$ cat src/rtl/sprite_shifter_bank.sv
// -----------------------------------------------------------------------------
// sprite_shifter_bank
//
// Per-scanline sprite output stage. NUM_SPR independent slots each hold an
// 8-pixel pattern (PLANES bitplanes), an X countdown, a palette and a priority
// bit. During HBLANK the OAM evaluator loads slots in order through a
// valid/ready handshake. During the visible line each i_enable cycle advances
// one pixel. The lowest-index opaque slot wins. Its pixel, palette, priority
// and slot index are registered towards the mixer, together with a sprite-0
// hit flag.
//
// Configuration macro:
//   SPR_HFLIP_EN  when defined, i_ld_hflip=1 bit-reverses every plane at load
//                 time so that pattern bit 7 is shown first. When undefined,
//                 i_ld_hflip is ignored.
//
// Ports:
//   clk            rising-edge clock
//   i_rst_n        synchronous active-low reset (overrides i_ce)
//   i_ce           clock enable; state only changes when high
//   i_line_start   invalidate all slots, rewind load pointer
//   i_enable       advance one pixel this cycle
//   i_ld_valid     load request for next free slot
//   o_ld_ready     slot free and loading permitted (combinational)
//   i_ld_x         pixels to wait before the first sprite pixel
//   i_ld_pat       pattern, plane p = bits [8p+7:8p], bit 0 shown first
//   i_ld_pal       palette bits
//   i_ld_prio      1 = behind background
//   i_ld_hflip     horizontal flip request
//   o_pix          winning pixel (0 = transparent)
//   o_pal          winning palette
//   o_prio         winning priority
//   o_opaque       o_pix != 0
//   o_slot         winning slot index (0 when transparent)
//   o_spr0         slot 0 is opaque this pixel, regardless of winner
//   o_count        number of slots loaded this line
// -----------------------------------------------------------------------------
module sprite_shifter_bank #(
   parameter int NUM_SPR = 8,
   parameter int PLANES  = 2,
   parameter int XW      = 8,
   parameter int PAL_W   = 2,
   localparam int SW     = (NUM_SPR > 1) ? $clog2(NUM_SPR) : 1,
   localparam int CW     = $clog2(NUM_SPR + 1)
) (
   input  logic                  clk,
   input  logic                  i_rst_n,
   input  logic                  i_ce,
   input  logic                  i_line_start,
   input  logic                  i_enable,
   input  logic                  i_ld_valid,
   output logic                  o_ld_ready,
   input  logic [XW-1:0]         i_ld_x,
   input  logic [PLANES*8-1:0]   i_ld_pat,
   input  logic [PAL_W-1:0]      i_ld_pal,
   input  logic                  i_ld_prio,
   input  logic                  i_ld_hflip,
   output logic [PLANES-1:0]     o_pix,
   output logic [PAL_W-1:0]      o_pal,
   output logic                  o_prio,
   output logic                  o_opaque,
   output logic [SW-1:0]         o_slot,
   output logic                  o_spr0,
   output logic [CW-1:0]         o_count
);

   typedef struct packed {
      logic [XW-1:0]           x;
      logic [3:0]              rem;
      logic [PLANES-1:0][7:0]  pat;
      logic [PAL_W-1:0]        pal;
      logic                    prio;
   } slot_t;

   slot_t                slot_q [NUM_SPR];
   slot_t                slot_d [NUM_SPR];
   logic [NUM_SPR-1:0]   valid_q, valid_d;
   logic [CW-1:0]        ld_ptr_q, ld_ptr_d;
   logic [SW-1:0]        ld_idx;
   logic                 ld_fire;
   logic [PLANES-1:0][7:0] pat_ld;

   logic [PLANES-1:0]    spix [NUM_SPR];
   logic [PLANES-1:0]    pix_d, pix_q;
   logic [PAL_W-1:0]     pal_d, pal_q;
   logic                 prio_d, prio_q;
   logic [SW-1:0]        slot_sel_d, slot_sel_q;
   logic                 spr0_d, spr0_q;
   logic                 opaque_q;

   // Loading is blocked while pixels are shifting and on a line-start cycle,
   // so a load never races an advance or a flush.
   assign o_ld_ready = (ld_ptr_q < CW'(NUM_SPR)) & ~i_enable & ~i_line_start;
   assign ld_fire    = i_ld_valid & o_ld_ready;
   assign ld_idx     = ld_ptr_q[SW-1:0];

`ifdef SPR_HFLIP_EN
   always_comb begin
      pat_ld = i_ld_pat;
      if (i_ld_hflip) begin
         for (int p = 0; p < PLANES; p++) begin
            for (int b = 0; b < 8; b++) begin
               pat_ld[p][b] = i_ld_pat[8*p + 7 - b];
            end
         end
      end
   end
`else
   logic unused_hflip;
   assign unused_hflip = i_ld_hflip;
   assign pat_ld       = i_ld_pat;
`endif

   // Slot next-state: flush, per-pixel advance, and in-order load.
   always_comb begin
      // NOTE: every variable gets a default before any branch so no path
      // leaves it unassigned, which would otherwise infer a latch.
      slot_d   = slot_q;
      valid_d  = valid_q;
      ld_ptr_d = ld_ptr_q;
      if (i_line_start) begin
         valid_d  = '0;
         ld_ptr_d = '0;
      end else begin
         if (i_enable) begin
            for (int i = 0; i < NUM_SPR; i++) begin
               if (valid_q[i]) begin
                  if (slot_q[i].x != '0) begin
                     slot_d[i].x = slot_q[i].x - 1'b1;
                  end else if (slot_q[i].rem != 4'd0) begin
                     for (int p = 0; p < PLANES; p++) begin
                        slot_d[i].pat[p] = {1'b0, slot_q[i].pat[p][7:1]};
                     end
                     slot_d[i].rem = slot_q[i].rem - 4'd1;
                  end
               end
            end
         end
         if (ld_fire) begin
            slot_d[ld_idx].x    = i_ld_x;
            slot_d[ld_idx].rem  = 4'd8;
            slot_d[ld_idx].pat  = pat_ld;
            slot_d[ld_idx].pal  = i_ld_pal;
            slot_d[ld_idx].prio = i_ld_prio;
            valid_d[ld_idx]     = 1'b1;
            ld_ptr_d            = ld_ptr_q + 1'b1;
         end
      end
   end

   // Per-slot pixel from the current (pre-advance) state.
   always_comb begin
      for (int i = 0; i < NUM_SPR; i++) begin
         spix[i] = '0;
         if (valid_q[i] && (slot_q[i].x == '0) && (slot_q[i].rem != 4'd0)) begin
            for (int p = 0; p < PLANES; p++) begin
               spix[i][p] = slot_q[i].pat[p][0];
            end
         end
      end
   end

   // Priority select: scanning from the top down lets the lowest opaque
   // index overwrite any higher one.
   always_comb begin
      pix_d      = '0;
      pal_d      = '0;
      prio_d     = 1'b0;
      slot_sel_d = '0;
      for (int i = NUM_SPR - 1; i >= 0; i--) begin
         if (spix[i] != '0) begin
            pix_d      = spix[i];
            pal_d      = slot_q[i].pal;
            prio_d     = slot_q[i].prio;
            slot_sel_d = SW'(i);
         end
      end
      spr0_d = (spix[0] != '0);
   end

   // Control state and registered outputs.
   always_ff @(posedge clk) begin
      // NOTE: sequential state uses non-blocking assignments so every flop
      // samples the pre-edge values, independent of statement order.
      if (!i_rst_n) begin
         valid_q    <= '0;
         ld_ptr_q   <= '0;
         pix_q      <= '0;
         pal_q      <= '0;
         prio_q     <= 1'b0;
         slot_sel_q <= '0;
         spr0_q     <= 1'b0;
         opaque_q   <= 1'b0;
      end else if (i_ce) begin
         valid_q    <= valid_d;
         ld_ptr_q   <= ld_ptr_d;
         pix_q      <= pix_d;
         pal_q      <= pal_d;
         prio_q     <= prio_d;
         slot_sel_q <= slot_sel_d;
         spr0_q     <= spr0_d;
         opaque_q   <= (pix_d != '0);
      end
   end

   // NOTE: slot payload has no reset; it is meaningless while its valid bit
   // is clear, and every load overwrites all of it.
   always_ff @(posedge clk) begin
      if (i_ce) begin
         slot_q <= slot_d;
      end
   end

   assign o_pix    = pix_q;
   assign o_pal    = pal_q;
   assign o_prio   = prio_q;
   assign o_opaque = opaque_q;
   assign o_slot   = slot_sel_q;
   assign o_spr0   = spr0_q;
   assign o_count  = ld_ptr_q;

endmodule
$ cat config.mk
export PLATFORM = sky130hd
export DESIGN_NAME = sprite_shifter_bank
export DESIGN_NICKNAME = d
export VERILOG_FILES = /design/src/rtl/sprite_shifter_bank.sv
export SDC_FILE = /design/constraint.sdc
export NUM_CORES = 1
export LEC_CHECK = 0
export CELL_PAD_IN_SITES_DETAIL_PLACEMENT = 1
export CELL_PAD_IN_SITES_GLOBAL_PLACEMENT = 1
export CORE_ASPECT_RATIO = 0.6
export CORE_MARGIN = 4
export CORE_UTILIZATION = 46
export DETAILED_ROUTE_END_ITERATION = 8
export PLACE_DENSITY_LB_ADDON = 0.1
export SLEW_MARGIN = 20
export SYNTH_ARGS = -nofsm -noshare
export SYNTH_HDL_FRONTEND = slang
export SYNTH_SLANG_ARGS = --single-unit
$ cat constraint.sdc
create_clock -name clk -period 15.7 [get_ports clk]
set_input_delay 2.355 -clock clk [delete_from_list [all_inputs] [get_ports clk]]
set_output_delay 2.355 -clock clk [all_outputs]
set_load 0.01 [all_outputs]
==> impl_metrics.yaml, run 1 <==
timing:
  slew_headroom: 0.250
  tns_ps: 0
  fin_skew_ps: 13.5
  fin_crit_sh: 0.412
  worst_pin_slew_ps: 1130
  fin_crit_ps: 6470
  rsz0062_at_grt: "false"
  finalHoldViolations: 0
  slew_viol_final: 0
  fmax_ghz: 0.155
  setup_violations: 0
place:
  dp_hpwl_um: 28600
  post_dp_cell_area_sq_um: 15700
  gp_congestion: 0.840
  portBuffers: 47
  dp_cells: 1869
die:
  rows: 50
  num_io_pins: 49
  die_w_um: 241
  die_y_um: 148
  core-area_sq_um: 31600
  dieArea_sq_um: 35600
  initial_core_util: 0.473
logic_synthesis:
  yosys_warnings: 0
  synth_top_cell_area_share: 0.498
  ys_types: 76
  async_flop_share: 0
  synth_nets: 1544
  ys_seq_area_frac: 0.527
  syn-mean-instance-area_sq_um: 10.1
  ys_ff_latch: 270
  syn_inst: 1486
  synth-main-ff-cell: "edfxtp_1"
  synth_top_area_cell: "edfxtp_1"
  synth_edf_count: 248
  ys_top_cells_by_area: "edfxtp_1, mux2i_1, nand2_1"
  syn_area_sq_um: 15000
setup_path:
  path_class: "in2out"
  arrival_ps: 4120
  worstPathRequired_ps: 13350
  worst_setup_path_end_kind: "output pin"
  startpoint_type: "input pin"
  ff2ff_path_depth: 8
  crit_fanout: 42
route:
  vias: 11600
  wl_per_cell_um: 22.3
  wl_um: 42900
  drc: 0
  vias_per_cell: 6.05
  drtPass1Iterations: 5
  drt_iter0_drc: 945
  postRouteAntennaNets: 0
clock_network:
  cts-buffers-inserted: 28
  ctsHoldBuffers: 0
  ctsHtreeMaxLevel: 1
  clock_path_buffers: 3
  cts_sinks: 270
  path_clk_slew_ps: 60
  cts_tree: "done"
  cts_repair_resize_count: 0
  post_cts_buffers: 0
  clock_latency_ps: 560
  clockRootBuffer: "clkbuf_16"
hold_path:
  min_path_cells: 2
  holdCritPathClass: "reg2reg"
status:
  status: "finished clean"
grt:
  grt_pass1_wl_um: 67100
  grt_use_total: 0.239
  grt_pass1_vias: 11500
  globalRouteOverflowTotal: 0
  grt_max_degree: 148
  antenna_found_initial: 1
power:
  p_int_uw: 1190
  comb_power_share: 0.057
  p_per_area_nw_per_um2: 94.0
  switchingPower_uw: 369
  power.leakage_uw: 0.00592
  switching_share: 0.237
  p_clk_frac: 0.410
  power_frac_seq: 0.534
  irDropWorstVdd_mv: 0.0878
final_layout:
  multi_input_area_sq_um: 6520
  final_net_count: 1542
  design_area_sq_um: 16600
  final_cell_mix: "edfxtp_1, nand2_1, nor2_1"
  num-fill-cells: 3406
  stdcell_count: 1922
  synthToLayoutAreaGrowth_pct: 10.7
  register_area_sq_um: 7890
  drive_gt1_frac: 0.0611
  antenna_cells: 0
  final_common_cell: "edfxtp_1"
job:
  maxCapViolCount: 0
[layout make-up]
| class | count | share of cell area |
|---|---|---|
| multi-input combinational | 1075 | 0.394 |
| clock buffer | 34 | 0.0437 |
| inverter | 48 | 0.0113 |
| timing repair buffer | 61 | 0.0360 |
| sequential | 270 | 0.476 |
| clock inverter | 18 | 0.00763 |
| tap | 416 | 0.0314 |
[cells by family (layout without fill, tap and decap cells)]
logic type / count (synthesis) / after routing / synth area share
simple gates: 567 / 567 / 0.186
compound gates: 341 / 341 / 0.134
flops: 270 / 270 / 0.527
buf+inv: 141 / 161 / 0.0388
mux: 112 / 112 / 0.0754
xor+xnor: 31 / 31 / 0.0182
fa+ha+maj: 24 / 24 / 0.0201
[flip-flops by register name, summed over array words and instances (netlist names), named ones only]
signal	cells
o_count	4
o_opaque	1
o_pal	2
o_pix	2
o_prio	1
o_slot	3
o_spr0	1
slot_q	224
valid_q	8
[power by group through the flow]
stage | clock network [uW] | logic [uW] | registers [uW]
3_3_place_gp | 0 | 85.7 | 844
3_5_place_dp | 0 | 88.7 | 846
2_1_floorplan | 0 | 53.1 | 843
6_report | 638 | 88.0 | 831
4_1_cts | 650 | 88.9 | 830
5_1_grt | 679 | 96.9 | 833
[synth_stat cells, drive strengths merged (11+ instances only)]
| cell type | number |
|---|---|
| a21oi | 98 |
| a22o | 13 |
| a31oi | 22 |
| buf | 16 |
| clkbuf | 77 |
| dfxtp | 22 |
| edfxtp | 248 |
| ha | 24 |
| inv | 48 |
| mux2i | 107 |
| nand2 | 192 |
| nand3 | 31 |
| nand4 | 12 |
| nor2 | 167 |
| nor3 | 36 |
| nor3b | 12 |
| nor4 | 12 |
| o21a | 11 |
| o21ai | 137 |
| o31ai | 13 |
| or3 | 12 |
| or4 | 15 |
| xnor2 | 25 |
[path summary, 6_finish.rpt]
kind	from	endpoint	slack, ps
worst min register to register	o_slot[2]$_SDFFE_PN0P_	o_slot[2]$_SDFFE_PN0P_	470
worst max register to register	slot_q[116]$_DFFE_PP_	slot_q[107]$_DFFE_PP_	12570
worst min-delay path	o_slot[2]$_SDFFE_PN0P_	o_slot[2]$_SDFFE_PN0P_	470
worst max-delay path	i_enable	o_ld_ready	9230
[stage by stage]
stage	hold WS (ps)	utilization	setup slack, ps	power [uW]
2_1_floorplan	481	-	8040	896
3_3_place_gp	448	0.496	9300	930
3_5_place_dp	467	0.496	9270	934
4_1_cts	475	0.523	9250	1570
5_1_grt	501	0.524	9160	1610
6_report	472	0.524	9230	1560
[routing by layer]
metal	vias up	global-route usage	part of all wire
li1	5447	-	-
met1	5847	0.377	0.51
met2	278	0.361	0.43
met3	49	0.0283	0.051
met4	0	0.0427	0.018
met5	-	0	0
[worst max-delay path, stage by stage]
cell	delay (ps)
clkdlybuf4s50_1	390
buf_4	300
nor3_1	430
clkdlybuf4s50_1	630
(Power assumes the default switching activity.)
==> run 2: changes to the inputs <==
==> constraint.sdc (replaced) <==
create_clock -name clk -period 6.7 [get_ports clk]
set_input_delay 1.005 -clock clk [delete_from_list [all_inputs] [get_ports clk]]
set_output_delay 1.005 -clock clk [all_outputs]
set_load 0.01 [all_outputs]
==> run 2 against run 1 <==
Effect of this change:
- critical path depth is 1 lower
- cell count is 0.21% higher
- wire length is 1.6% higher
- sequential power is 130% higher
- combinational power is 140% higher
- clock power is 140% higher
- global-route usage is 0.50 points higher
- clock skew is 5.8 ps higher
- core utilization hardly changed
- design area hardly changed
- critical endpoint unchanged
- highest routed layer is now met5
==> impl_metrics.yaml, run 2 (synthesis results as in run 1) <==
setup_path:
  path_class: "in2out"
  worst_setup_path_end_kind: "output pin"
  worstPathRequired_ps: 5690
  crit_fanout: 10
  ff2ff_path_depth: 8
  arrival_ps: 2800
  startpoint_type: "input pin"
  rrSetupSlack_ps: 3530
route:
  drtPass1Iterations: 5
  wl_per_cell_um: 22.7
  wl_um: 43600
  drc: 0
  vias_per_cell: 6.01
  postRouteAntennaNets: 0
  drt_iter0_drc: 1144
  vias: 11600
grt:
  antenna_found_initial: 2
  globalRouteOverflowTotal: 0
  grt_use_total: 0.244
  grt_max_degree: 109
  grt_pass1_vias: 11700
  grt_pass1_wl_um: 68700
clock_network:
  cts_sinks: 270
  cts_tree: "done"
  path_clk_slew_ps: 60
  clockRootBuffer: "clkbuf_16"
  cts_repair_resize_count: 0
  clock_path_buffers: 3
  cts-buffers-inserted: 28
  ctsHoldBuffers: 0
  clock_latency_ps: 570
  ctsHtreeMaxLevel: 1
  post_cts_buffers: 0
power:
  comb_power_share: 0.057
  power.leakage_uw: 0.00593
  power_uw: 3660
  irDropWorstVdd_mv: 0.179
  p_clk_frac: 0.412
  power_frac_seq: 0.531
  switching_share: 0.237
  p_int_uw: 2790
  switchingPower_uw: 870
  p_per_area_nw_per_um2: 221
final_layout:
  final_common_cell: "edfxtp_1"
  regMostFlops: "slot_q"
  final_net_count: 1545
  post-route-util: 0.525
  synthToLayoutAreaGrowth_pct: 10.8
  register_area_sq_um: 7890
  drive_gt1_frac: 0.0596
  final_cell_mix: "edfxtp_1, nand2_1, nor2_1"
  multi_input_area_sq_um: 6520
  num-fill-cells: 3452
  largest_reg_flops: 224
  design_area_sq_um: 16600
hold_path:
  holdCritPathClass: "reg2reg"
  min_path_cells: 2
die:
  num_io_pins: 49
  initial_core_util: 0.473
  die_w_um: 241
  dieArea_sq_um: 35600
  core-area_sq_um: 31600
  rows: 50
  die_y_um: 148
timing:
  setup_violations: 0
  fmax_ghz: 0.263
  tns_ps: 0
  fin_crit_ps: 3800
  finalHoldViolations: 0
  rsz0062_at_grt: "false"
  timing.hold.ws_ps: 463
  worst_pin_slew_ps: 1110
  fin_crit_sh: 0.567
  slew_headroom: 0.255
  slew_viol_final: 0
  fin_skew_ps: 19.3
status:
  status: "finished clean"
place:
  post_dp_cell_area_sq_um: 15700
  dp_hpwl_um: 29500
  portBuffers: 47
  gp_congestion: 0.901
job:
  maxCapViolCount: 0
run 2: changes by cell type in the layout (fill, tap and decap cells not counted), moves of 2 or more:
cell,before,now
clkinv_2,6,4
clkbuf_1,6,9
nor2_1,163,165
clkinvlp_4,2,0
nor2_2,2,0
buf_4,13,16
run 2: area by class of cell:
cell class / count / area share
inverters: 48 / 0.0113
repair buffers: 64 / 0.0368
clock buffers: 38 / 0.0451
multi-input cells: 1075 / 0.393
clock inverters: 14 / 0.00611
well taps: 416 / 0.0314
diodes: 1 / 0.000151
flip-flops and latches: 270 / 0.476
run 2: metal layers:
metal / share of wire / global-route usage / vias to the layer above / wire (um)
li1: - / - / 5473 / -
met1: 0.49 / 0.374 / 5748 / 21300
met2: 0.43 / 0.369 / 289 / 18900
met3: 0.061 / 0.0438 / 54 / 2650
met4: 0.018 / 0.0453 / 4 / 765
met5: 0.00053 / 0 / - / 23
run 2: worst paths after layout:
kind | startpoint | endpoint
worst max-delay path | i_enable | o_ld_ready
worst min-delay path | o_slot[2]$_SDFFE_PN0P_ | o_slot[2]$_SDFFE_PN0P_
worst max register to register | slot_q[116]$_DFFE_PP_ | slot_q[96]$_DFFE_PP_
worst min register to register | o_slot[2]$_SDFFE_PN0P_ | o_slot[2]$_SDFFE_PN0P_
run 2: power groups by stage:
| stage | sequential [uW] | clock (uW) | combinational (uW) |
|---|---|---|---|
| final | 1950 | 1510 | 210 |
| after global routing | 1950 | 1610 | 230 |
| after CTS | 1950 | 1540 | 211 |
| after detailed placement | 1980 | 0 | 210 |
| after global placement | 1980 | 0 | 202 |
| after floorplan | 1980 | 0 | 124 |
run 2: critical path, stage by stage:
cell	delay [ps]
clkdlybuf4s50_1	660
nor3_1	500
clkdlybuf4s50_1	620
run 2: metrics by stage:
stage	worst slack, ps	instances
CTS	2890	1925
finish	2900	1926
floorplan	386	1486
global placement	2390	1873
global route	2690	1925
detailed placement	2310	1873
==> run 3: changes to the inputs <==
--- a/config.mk
+++ b/config.mk
@@ -9,7 +9,7 @@
 export CELL_PAD_IN_SITES_GLOBAL_PLACEMENT = 1
 export CORE_ASPECT_RATIO = 0.6
 export CORE_MARGIN = 4
-export CORE_UTILIZATION = 46
+export CORE_UTILIZATION = 45
 export DETAILED_ROUTE_END_ITERATION = 8
 export PLACE_DENSITY_LB_ADDON = 0.1
 export SLEW_MARGIN = 20
==> constraint.sdc (replaced) <==
create_clock -name clk -period 3.4 [get_ports clk]
set_input_delay 0.51 -clock clk [delete_from_list [all_inputs] [get_ports clk]]
set_output_delay 0.51 -clock clk [all_outputs]
set_load 0.01 [all_outputs]
==> run 3 against run 2 <==
Effect of this change:
- sequential cell count unchanged
- global-route usage increased by 0.54 points
- clock power increased by 120%
- sequential share of layout area decreased by 1.4 points
- hold slack improved by 47 ps
- total power increased by 110%
- clock skew increased by 4.4 ps
- via count increased by 1.3%
- largest cell class unchanged
- largest power group unchanged
- highest routed layer is now met4
==> impl_metrics.yaml, run 3 (synthesis results as in run 1) <==
setup_path:
  path_cells: "inv_1 -> ha_1 -> or3b_2 -> nor4b_4 -> o21ai_1 -> nor3b_1 -> a211oi_1 -> o41ai_1"
  cpPeakStageDelay_ps: 520
  worstPathRequired_ps: 3840
  startpoint_type: "flip-flop"
  path_class: "reg2reg"
  crit_fanout: 5
  path_buf_inv: 1
  crit_slowest_cell: "or3b_2"
  crit_family: "simple AND/OR/NAND/NOR gates"
  arrival_ps: 3430
  worst_setup_path_end_kind: "flip-flop"
clock_network:
  cts_repair_resize_count: 0
  cts_tree: "done"
  ctsHtreeMaxLevel: 1
  cts_sinks: 270
  clock_latency_ps: 570
  ctsHoldBuffers: 0
  clockRootBuffer: "clkbuf_16"
  path_clk_slew_ps: 60
  post_cts_buffers: 0
  cts-buffers-inserted: 28
  clock_path_buffers: 3
final_layout:
  synthToLayoutAreaGrowth_pct: 14.3
  final_cell_mix: "edfxtp_1, nand2_1, nor2_1"
  drive_gt1_frac: 0.0832
  num-fill-cells: 3550
  largest_reg_flops: 224
  post-route-util: 0.524
  antenna_cells: 0
  final_common_cell: "edfxtp_1"
  regMostFlops: "slot_q"
  final_net_count: 1575
  design_area_sq_um: 17100
hold_path:
  holdCritPathClass: "reg2reg"
route:
  wl_per_cell_um: 22.9
  postRouteAntennaNets: 0
  wl_um: 45600
  drt_iter0_drc: 1055
  vias_per_cell: 5.89
  drc: 0
  vias: 11700
  drtPass1Iterations: 5
timing:
  finalHoldViolations: 0
  worst_pin_slew_ps: 923
  setup_violations: 0
  fin_skew_ps: 23.6
  fmax_ghz: 0.335
  rsz0062_at_grt: "false"
  fin_crit_sh: 0.878
  fin_crit_ps: 2990
  slew_viol_final: 0
  slew_headroom: 0.383
grt:
  grt_use_total: 0.250
  grt_pass1_wl_um: 70800
  grt_pass1_vias: 11800
  globalRouteOverflowTotal: 0
  grt_max_degree: 47
  antenna_found_initial: 1
status:
  status: "finished clean"
place:
  gp_congestion: 0.847
  dp_hpwl_um: 31400
  post_dp_cell_area_sq_um: 16100
  portBuffers: 47
power:
  power_uw: 7530
  p_clk_frac: 0.431
  comb_power_share: 0.059
  p_per_area_nw_per_um2: 441
  p_int_uw: 5770
  power.leakage_uw: 0.00617
  power_frac_seq: 0.509
  irDropWorstVdd_mv: 0.431
  switchingPower_uw: 1760
  switching_share: 0.234
die:
  die_w_um: 243
  core-area_sq_um: 32600
  num_io_pins: 49
  dieArea_sq_um: 36300
  die_y_um: 149
  rows: 51
  initial_core_util: 0.459
job:
  maxCapViolCount: 0
[run 3: cell types whose count changed in the layout (fill, tap and decap cells not counted), sizes merged]
| cell | before | now |
|---|---|---|
| bufinv | 1 | 4 |
| clkbuf | 38 | 32 |
| diode | 1 | 0 |
| buf | 17 | 47 |
| clkinvlp | 0 | 3 |
[run 3: final timing paths]
| check | from | end | slack, ps | cells after the start |
|---|---|---|---|---|
| worst max-delay path | slot_q[23]$_DFFE_PP_ | o_pal[1]$_SDFFE_PN0P_ | 410 | 8 |
| worst min-delay path | o_slot[0]$_SDFFE_PN0P_ | o_slot[0]$_SDFFE_PN0P_ | 510 | 2 |
| worst min register to register | o_slot[0]$_SDFFE_PN0P_ | o_slot[0]$_SDFFE_PN0P_ | 510 | 2 |
| worst max register to register | slot_q[23]$_DFFE_PP_ | o_pal[1]$_SDFFE_PN0P_ | 410 | 8 |
[run 3: worst min-delay path, delay by kind of cell (launching register included)]
| family | cells | cell delay [ps] |
|---|---|---|
| simple gates | 1 | 60 |
| flops | 1 | 330 |
| compound gates | 1 | 70 |
[run 3: power groups by stage]
stage | combinational, uW | clock, uW | sequential (uW)
2_1_floorplan | 249 | 0 | 3890
5_1_grt | 489 | 3450 | 3850
6_report | 448 | 3250 | 3830
3_5_place_dp | 449 | 0 | 3900
3_3_place_gp | 434 | 0 | 3900
4_1_cts | 451 | 3300 | 3830
[run 3: area by class of cell]
cell class                      count  area, sq um  share of cell area
Timing Repair Buffer               94          986              0.0577
Sequential cell                   270         7890               0.462
Clock buffer                       32          736              0.0430
Inverter                           48          184              0.0108
Tap cell                          450          563              0.0329
Clock inverter                     20          213              0.0124
Multi-Input combinational cell   1075         6520               0.382
[run 3: routing by layer]
metal	up-vias	part of all wire	GRT usage
met5	-	0	0
met4	0	0.026	0.0605
met3	71	0.058	0.0399
met2	260	0.43	0.384
met1	5869	0.48	0.373
li1	5514	-	-
[run 3: per-stage QoR]
stage | cells | setup TNS [ps] | hold slack, ps | worst slack, ps
4_1_cts | 1989 | 0 | 509 | 437
3_5_place_dp | 1937 | 0 | 500 | 114
5_1_grt | 1989 | 0 | 550 | 204
2_1_floorplan | 1486 | -238630 | 481 | -1070
6_report | 1989 | 0 | 510 | 415
3_3_place_gp | 1937 | 0 | 490 | 155
